File: config.mk
export PLATFORM = sky130hd
export DESIGN_NAME = filtez
export DESIGN_NICKNAME = d
export VERILOG_FILES = /design/src/rtl/adpcm_pkg.sv /design/src/rtl/filtez_mac.sv /design/src/rtl/filtez.sv
export SDC_FILE = /design/constraint.sdc
export NUM_CORES = 2
export LEC_CHECK = 0
export CAP_MARGIN = 20
export CORE_MARGIN = 2
export CORE_UTILIZATION = 55
export CTS_CLUSTER_SIZE = 40
export DETAILED_ROUTE_END_ITERATION = 10
export GPL_TIMING_DRIVEN = 0
export HOLD_SLACK_MARGIN = 0.08
export PLACE_DENSITY = 0.76
export RECOVER_POWER = 50
export SLEW_MARGIN = 5
export SYNTH_ARGS = -nofsm -noshare
export SYNTH_HDL_FRONTEND = slang
export SYNTH_SLANG_ARGS = --single-unit
File: constraint.sdc
create_clock -name ap_clk -period 28.6 [get_ports ap_clk]
set_input_delay 7.15 -clock ap_clk [delete_from_list [all_inputs] [get_ports ap_clk]]
set_output_delay 7.15 -clock ap_clk [all_outputs]
set_load 0.05 [all_outputs]
File: src/rtl/adpcm_pkg.sv
// -----------------------------------------------------------------------------
// adpcm_pkg
// Purpose : shared constants and state encoding for the ADPCM zero-section
//           predictor (filtez) and its multiply-accumulate datapath.
// Contents:
//   ADPCM_NTAPS, ADPCM_ADDR_W, ADPCM_DATA_W, ADPCM_ACC_W, ADPCM_ZL_SHIFT
//   filtez one-hot state constants S_IDLE / S_RD / S_MAC / S_DONE
//   adpcm_sat32 : clamp a 64-bit signed value into the 32-bit signed range
// -----------------------------------------------------------------------------
package adpcm_pkg;

    localparam int ADPCM_NTAPS    = 6;
    localparam int ADPCM_ADDR_W   = 3;
    localparam int ADPCM_DATA_W   = 32;
    localparam int ADPCM_ACC_W    = 64;
    localparam int ADPCM_ZL_SHIFT = 14;

    // filtez FSM, one-hot.
    localparam int          FILTEZ_ST_W = 4;
    localparam logic [3:0]  S_IDLE = 4'b0001;
    localparam logic [3:0]  S_RD   = 4'b0010;
    localparam logic [3:0]  S_MAC  = 4'b0100;
    localparam logic [3:0]  S_DONE = 4'b1000;

    // Clamp to [-2^31, 2^31-1].
    function automatic logic [31:0] adpcm_sat32(input logic signed [63:0] v);
        logic [31:0] r;
        if (v > 64'sh0000_0000_7FFF_FFFF) begin
            r = 32'h7FFF_FFFF;
        end else if (v < 64'shFFFF_FFFF_8000_0000) begin
            r = 32'h8000_0000;
        end else begin
            r = v[31:0];
        end
        return r;
    endfunction

endpackage

File: src/rtl/filtez_mac.sv
// -----------------------------------------------------------------------------
// filtez_mac
// Purpose : registered signed 32x32 multiply-accumulate. The full 64-bit
//           product is added into a 64-bit accumulator that wraps modulo 2^64.
// Ports   :
//   i_clk    clock, rising edge
//   i_rst_n  synchronous active-low reset, clears the accumulator
//   i_clr    clear accumulator (takes priority over i_en)
//   i_en     accumulate i_a * i_b this cycle
//   i_a/i_b  signed operands
//   o_acc    accumulator value (registered)
// -----------------------------------------------------------------------------
module filtez_mac
    import adpcm_pkg::*;
(
    input  logic                           i_clk,
    input  logic                           i_rst_n,
    input  logic                           i_clr,
    input  logic                           i_en,
    input  logic signed [ADPCM_DATA_W-1:0] i_a,
    input  logic signed [ADPCM_DATA_W-1:0] i_b,
    output logic signed [ADPCM_ACC_W-1:0]  o_acc
);

    logic signed [ADPCM_ACC_W-1:0] r_acc;
    logic signed [ADPCM_ACC_W-1:0] w_a_ext;
    logic signed [ADPCM_ACC_W-1:0] w_b_ext;
    logic signed [ADPCM_ACC_W-1:0] w_prod;

    // Sign-extend both operands first so the product is computed at full
    // 64-bit width; a 32x32 signed product always fits in 64 bits.
    assign w_a_ext = {{(ADPCM_ACC_W-ADPCM_DATA_W){i_a[ADPCM_DATA_W-1]}}, i_a};
    assign w_b_ext = {{(ADPCM_ACC_W-ADPCM_DATA_W){i_b[ADPCM_DATA_W-1]}}, i_b};
    assign w_prod  = w_a_ext * w_b_ext;

    always_ff @(posedge i_clk) begin
        if (!i_rst_n) begin
            r_acc <= '0;
        end else if (i_clr) begin
            r_acc <= '0;
        end else if (i_en) begin
            r_acc <= r_acc + w_prod;
        end
    end

    assign o_acc = r_acc;

endmodule

File: src/rtl/filtez.sv
// -----------------------------------------------------------------------------
// filtez
// Purpose : ADPCM zero-section predictor. Computes
//             zl = sum_{i=0..5} bli[i] * dlti[i]
//           and returns zl >>> 14 (low 32 bits). Reads the bli and dlti
//           memories only; never writes them.
// Ports   :
//   ap_clk, ap_rst_n          clock, synchronous active-low reset
//   ap_start/done/idle/ready  block-level handshake
//   bli_address0/ce0/q0       coefficient memory read port (1-cycle latency)
//   dlti_address0/ce0/q0      delayed-difference memory read port
//   ap_return                 registered signed result
//   o_dbg_state               current one-hot FSM state, for observation
// Configuration:
//   FILTEZ_SAT_EN  when defined, the shifted sum is clamped to the signed
//                  32-bit range instead of being truncated.
// Handshake: ap_start is sampled only in S_IDLE; once a run starts it
// completes regardless of ap_start. ap_done and ap_ready pulse together for
// the single S_DONE cycle; ap_return takes the new value at the end of that
// cycle and holds until the next S_DONE or reset. ap_idle is high in S_IDLE
// while ap_start is low.
// -----------------------------------------------------------------------------
module filtez
    import adpcm_pkg::*;
(
    input  logic                    ap_clk,
    input  logic                    ap_rst_n,
    input  logic                    ap_start,
    output logic                    ap_done,
    output logic                    ap_idle,
    output logic                    ap_ready,
    output logic [ADPCM_ADDR_W-1:0] bli_address0,
    output logic                    bli_ce0,
    input  logic [ADPCM_DATA_W-1:0] bli_q0,
    output logic [ADPCM_ADDR_W-1:0] dlti_address0,
    output logic                    dlti_ce0,
    input  logic [ADPCM_DATA_W-1:0] dlti_q0,
    output logic [ADPCM_DATA_W-1:0] ap_return,
    output logic [FILTEZ_ST_W-1:0]  o_dbg_state
);

    localparam logic [ADPCM_ADDR_W-1:0] LAST_TAP = ADPCM_ADDR_W'(ADPCM_NTAPS - 1);

    logic [FILTEZ_ST_W-1:0]         r_state;
    logic [FILTEZ_ST_W-1:0]         w_state_nxt;
    logic [ADPCM_ADDR_W-1:0]        r_idx;
    logic [ADPCM_DATA_W-1:0]        r_ret;

    logic                           w_in_idle;
    logic                           w_in_rd;
    logic                           w_in_mac;
    logic                           w_in_done;
    logic                           w_launch;
    logic                           w_last_tap;
    logic signed [ADPCM_ACC_W-1:0]  w_acc;
    logic signed [ADPCM_ACC_W-1:0]  w_shifted;
    logic [ADPCM_DATA_W-1:0]        w_result;

    assign w_in_idle  = (r_state == S_IDLE);
    assign w_in_rd    = (r_state == S_RD);
    assign w_in_mac   = (r_state == S_MAC);
    assign w_in_done  = (r_state == S_DONE);
    assign w_launch   = w_in_idle && ap_start;
    assign w_last_tap = (r_idx == LAST_TAP);

    // Next-state logic. Any unexpected encoding falls back to S_IDLE.
    always_comb begin
        w_state_nxt = S_IDLE;
        case (r_state)
            S_IDLE:  w_state_nxt = ap_start ? S_RD : S_IDLE;
            S_RD:    w_state_nxt = S_MAC;
            S_MAC:   w_state_nxt = w_last_tap ? S_DONE : S_RD;
            S_DONE:  w_state_nxt = S_IDLE;
            default: w_state_nxt = S_IDLE;
        endcase
    end

    always_ff @(posedge ap_clk) begin
        if (!ap_rst_n) begin
            r_state <= S_IDLE;
        end else begin
            r_state <= w_state_nxt;
        end
    end

    // Tap index: cleared on launch, advanced after each non-final MAC.
    always_ff @(posedge ap_clk) begin
        if (!ap_rst_n) begin
            r_idx <= '0;
        end else if (w_launch) begin
            r_idx <= '0;
        end else if (w_in_mac && !w_last_tap) begin
            r_idx <= r_idx + 1'b1;
        end
    end

    // Read data requested in S_RD arrives during the following S_MAC cycle,
    // so accumulation is enabled in S_MAC only.
    filtez_mac u_mac (
        .i_clk   (ap_clk),
        .i_rst_n (ap_rst_n),
        .i_clr   (w_launch),
        .i_en    (w_in_mac),
        .i_a     (bli_q0),
        .i_b     (dlti_q0),
        .o_acc   (w_acc)
    );

    // Arithmetic shift: negative sums round toward minus infinity.
    assign w_shifted = w_acc >>> ADPCM_ZL_SHIFT;

`ifdef FILTEZ_SAT_EN
    assign w_result = adpcm_sat32(w_shifted);
`else
    assign w_result = w_shifted[ADPCM_DATA_W-1:0];
`endif

    always_ff @(posedge ap_clk) begin
        if (!ap_rst_n) begin
            r_ret <= '0;
        end else if (w_in_done) begin
            r_ret <= w_result;
        end
    end

    assign ap_return     = r_ret;
    assign ap_done       = w_in_done;
    assign ap_ready      = w_in_done;
    assign ap_idle       = w_in_idle && !ap_start;

    assign bli_ce0       = w_in_rd;
    assign dlti_ce0      = w_in_rd;
    assign bli_address0  = w_in_rd ? r_idx : '0;
    assign dlti_address0 = w_in_rd ? r_idx : '0;

    assign o_dbg_state   = r_state;

endmodule

==> out/qor.csv <==
stage,metric,value,unit
critical_path,worst-r2r-setup-slack,20900,ps
synthesis,syn-cell-area,0.03316,mm²
min_path,whs_path_depth,2,
final_layout,area_growth_syn_to_layout,7.234,%
critical_path,startpoint_type,input port,
critical_path,r2r-start,u_mac.o_acc[18],
final_layout,layout-drive-gt1-share,0.01091,
final_layout,multi_input_area,0.02702,mm²
critical_path,critical_path_class,input port to register,
critical_path,cp_max_fo,10,
floorplanning,die_w,249.5,µm
clock_network,cts_tree,done,
final_layout,regArea,0.001702,mm²
synthesis,synthCells,3726,
timing,fmax,0.06226,GHz
clock_network,cts.clk_slew.worst_paths,70,ps
floorplanning,rows,90,
drt,drc,0,
synthesis,syn-mean-instance-area,8.899,µm²
timing,worst_slew_pin_slew,1045,ps
final_layout,stdcell_area,0.03556,mm²
critical_path,cp_common_cell,fa_1,
clock_network,cts_buffers,9,
synthesis,yosysUniqueCellTypes,59,
grt,grt_pass1_vias,26810,
placed_design,gp_congestion,1.008,
drt,vias,25880,
placed_design,post-place-ws,12460,ps
synthesis,synthArstFlopShare,0,
synthesis,synth_fp_nets,4828,
drt,routed_via_density,5.583,
critical_path,crit_arrival,16330,ps
drt,ant_nets,0,
clock_network,clockBufferDepth,2,
grt,grt_overflow_total,0,
synthesis,synth_warnings,0,
timing,layout_setup_ws,12540,ps
critical_path,critPathRequiredTime,28870,ps
floorplanning,start_util,0.5525,
placed_design,placed_cell_area,0.03521,mm²
timing,min_period,16060,ps
synthesis,synth_top_area_frac,0.5150,
synthesis,synth_edf_count,0,
floorplanning,die_area,0.06227,mm²
synthesis,synth_seq_area_share,0.05132,
drt,dr.pass1.iters,6,
synthesis,ys_ff_latch,85,
grt,antenna_found_initial,1,
floorplanning,die_height,249.5,µm
min_path,hold_end,u_mac.o_acc[7],
floorplanning,ios,114,
clock_network,ctsResizeCount,0,
clock_network,ctsHoldBuffers,0,
timing,grt_setup_unrepaired,no,
timing,slew-limit-headroom,0.3036,
drt,drt_wl_total,105300,µm
critical_path,cp_slowest_stage_delay,830,ps
grt,grt_start_max_net_pins,15,
critical_path,crit_family,adder cells,
critical_path,critPathSlowestCell,a2111oi_0,
placed_design,portBuffers,106,
critical_path,timing.rr.end,u_mac.o_acc[45],
timing,setup_tns,0,ps
grt,grt_pass1_wl,159700,µm
synthesis,synth.area.top_cells,"fa_1, inv_1, and2_1",
timing,fin_worst_skew,11.01,ps
timing,setup_viol,0,
clock_network,htree_levels,3,
timing,post-route-period-util,0.5616,
synthesis,synth_area_leader_cell,fa_1,
timing,slew_violations,0,
synthesis,synthFlopType,dfxtp_1,
clock_network,clock_latency,340,ps
outcome,status,"complete, no violations",
drt,drt_iter0_markers,2470,
grt,grt_usage,0.3484,
timing,hold_viol,0,
final_layout,fillers,5221,
placed_design,dp_hpwl,91980,µm
final_layout,layout.nets,4945,
clock_network,clock-sinks,85,
min_path,hold_class,register to register,
clock_network,root_buffer,clkbuf_16,
min_path,worstHoldStart,u_mac.o_acc[7],
floorplanning,coreArea,0.06002,mm²
job,drv_cap,0,
critical_path,reg2regPathDepth,22,
critical_path,setup.worst_path.end_class,register,
drt,wl_per_cell,22.72,µm
critical_path,crit_buf_inv,9,
clock_network,cts_setup_buffers,0,
## worst max-delay path by stage
stage	slack [ps]	end	from	depth (start not counted)
3_3_place_gp	12520	u_mac.o_acc[45]	bli_q0[16]	27
4_1_cts	12800	u_mac.o_acc[45]	bli_q0[16]	27
5_1_grt	12330	u_mac.o_acc[45]	bli_q0[16]	27
6_report	12540	u_mac.o_acc[45]	bli_q0[16]	27
3_5_place_dp	12460	u_mac.o_acc[45]	bli_q0[16]	27
2_1_floorplan	13590	ap_idle	ap_start	1
## cells in the final DEF (no fill, tap or decap), types with 6 or more instances in the layout
cell type / synthesis / routed
dfxtp_1: 85 / 85
xnor2_1: 64 / 64
nand2_1: 622 / 622
a211oi_1: 9 / 9
nor2_1: 20 / 20
nand2b_1: 8 / 8
buf_1: 6 / 6
o21ai_0: 24 / 24
fa_1: 853 / 853
nor2b_1: 14 / 14
and3_1: 6 / 6
clkbuf_1: 185 / 186
inv_1: 979 / 979
clkbuf_16: 0 / 9
nor3_1: 7 / 7
xor2_1: 20 / 20
clkdlybuf4s50_1: 0 / 75
nand4_1: 7 / 7
dlygate4sd3_1: 0 / 31
and2_1: 407 / 407
o21bai_1: 8 / 8
a21o_1: 21 / 21
ha_1: 182 / 182
a21oi_1: 82 / 82
a21boi_0: 33 / 33
a31oi_1: 7 / 7
nand3_1: 16 / 16
## flip-flops by register name, summed over array words and instances, names as in the netlist
name and flops:
u_mac.o_acc 46, ap_return 32, o_dbg_state 4, r_idx 3
## synthesized netlist by cell type (all sizes together), types with 3 or more instances
| master | number |
|---|---|
| nand3 | 17 |
| o21bai | 8 |
| a21o | 21 |
| o211ai | 3 |
| a41oi | 3 |
| o21a | 4 |
| a21oi | 85 |
| and2 | 408 |
| and3 | 6 |
| nor4b | 3 |
| a31oi | 7 |
| nor2 | 20 |
| or4b | 3 |
| buf | 13 |
| clkbuf | 185 |
| dfxtp | 85 |
| nand2b | 8 |
| ha | 182 |
| nor2b | 14 |
| inv | 979 |
| a21boi | 33 |
| nand4 | 7 |
| a221oi | 4 |
| o21ai | 28 |
| a211oi | 9 |
| nor3 | 7 |
| fa | 853 |
| xnor2 | 64 |
| xor2 | 20 |
| nand2 | 622 |
| a2111o | 3 |
## metrics by stage
step	hold WS, ps	instances	util
6_report	454.9	4635	0.5924
5_1_grt	477.6	4630	0.5922
4_1_cts	454.0	4630	0.5922
3_5_place_dp	445.5	4614	0.5866
3_3_place_gp	439.4	4614	0.5865
2_1_floorplan	431.9	3726	-
## final cells by class
cell class                      count  area share
Multi-Input combinational cell   2464      0.7600
Timing Repair Buffer              106     0.02984
Clock inverter                      6    0.003132
Tap cell                          782     0.02752
Buffer                            198     0.02150
Antenna cell                        5   0.0003519
Sequential cell                    85     0.04786
Inverter                          979      0.1033
Clock buffer                       10    0.006439
## kinds of logic after synthesis
group	Yosys count	synth area share
AO/OA/AOI/OAI	216	0.04339
XOR/XNOR	85	0.02287
adder cells (fa/ha/maj)	1035	0.5837
buffers and inverters	1177	0.1339
flip-flops	85	0.05132
multiplexers	2	0.0006038
AND/OR/NAND/NOR	1126	0.1643
## tightest hold or removal path, cell delays in order, from the launching register on
cell and delay, ps:
dfxtp_1 310, nand2_1 50, a21oi_1 50
## metal layers
| metal | part of all wire | GRT usage | wire length, µm | vias to the layer above |
|---|---|---|---|---|
| li1 | - | - | - | 10810 |
| met4 | 0.067 | 0.1790 | 7050 | 2 |
| met3 | 0.13 | 0.09345 | 13280 | 353 |
| met1 | 0.35 | 0.4481 | 37310 | 13070 |
| met5 | 0.00020 | 0 | 21 | - |
| met2 | 0.45 | 0.5449 | 47660 | 1644 |
Power is left out: the tool's default activity adds up to more than one toggle a clock period on the data nets, which glitch-free logic cannot reach.
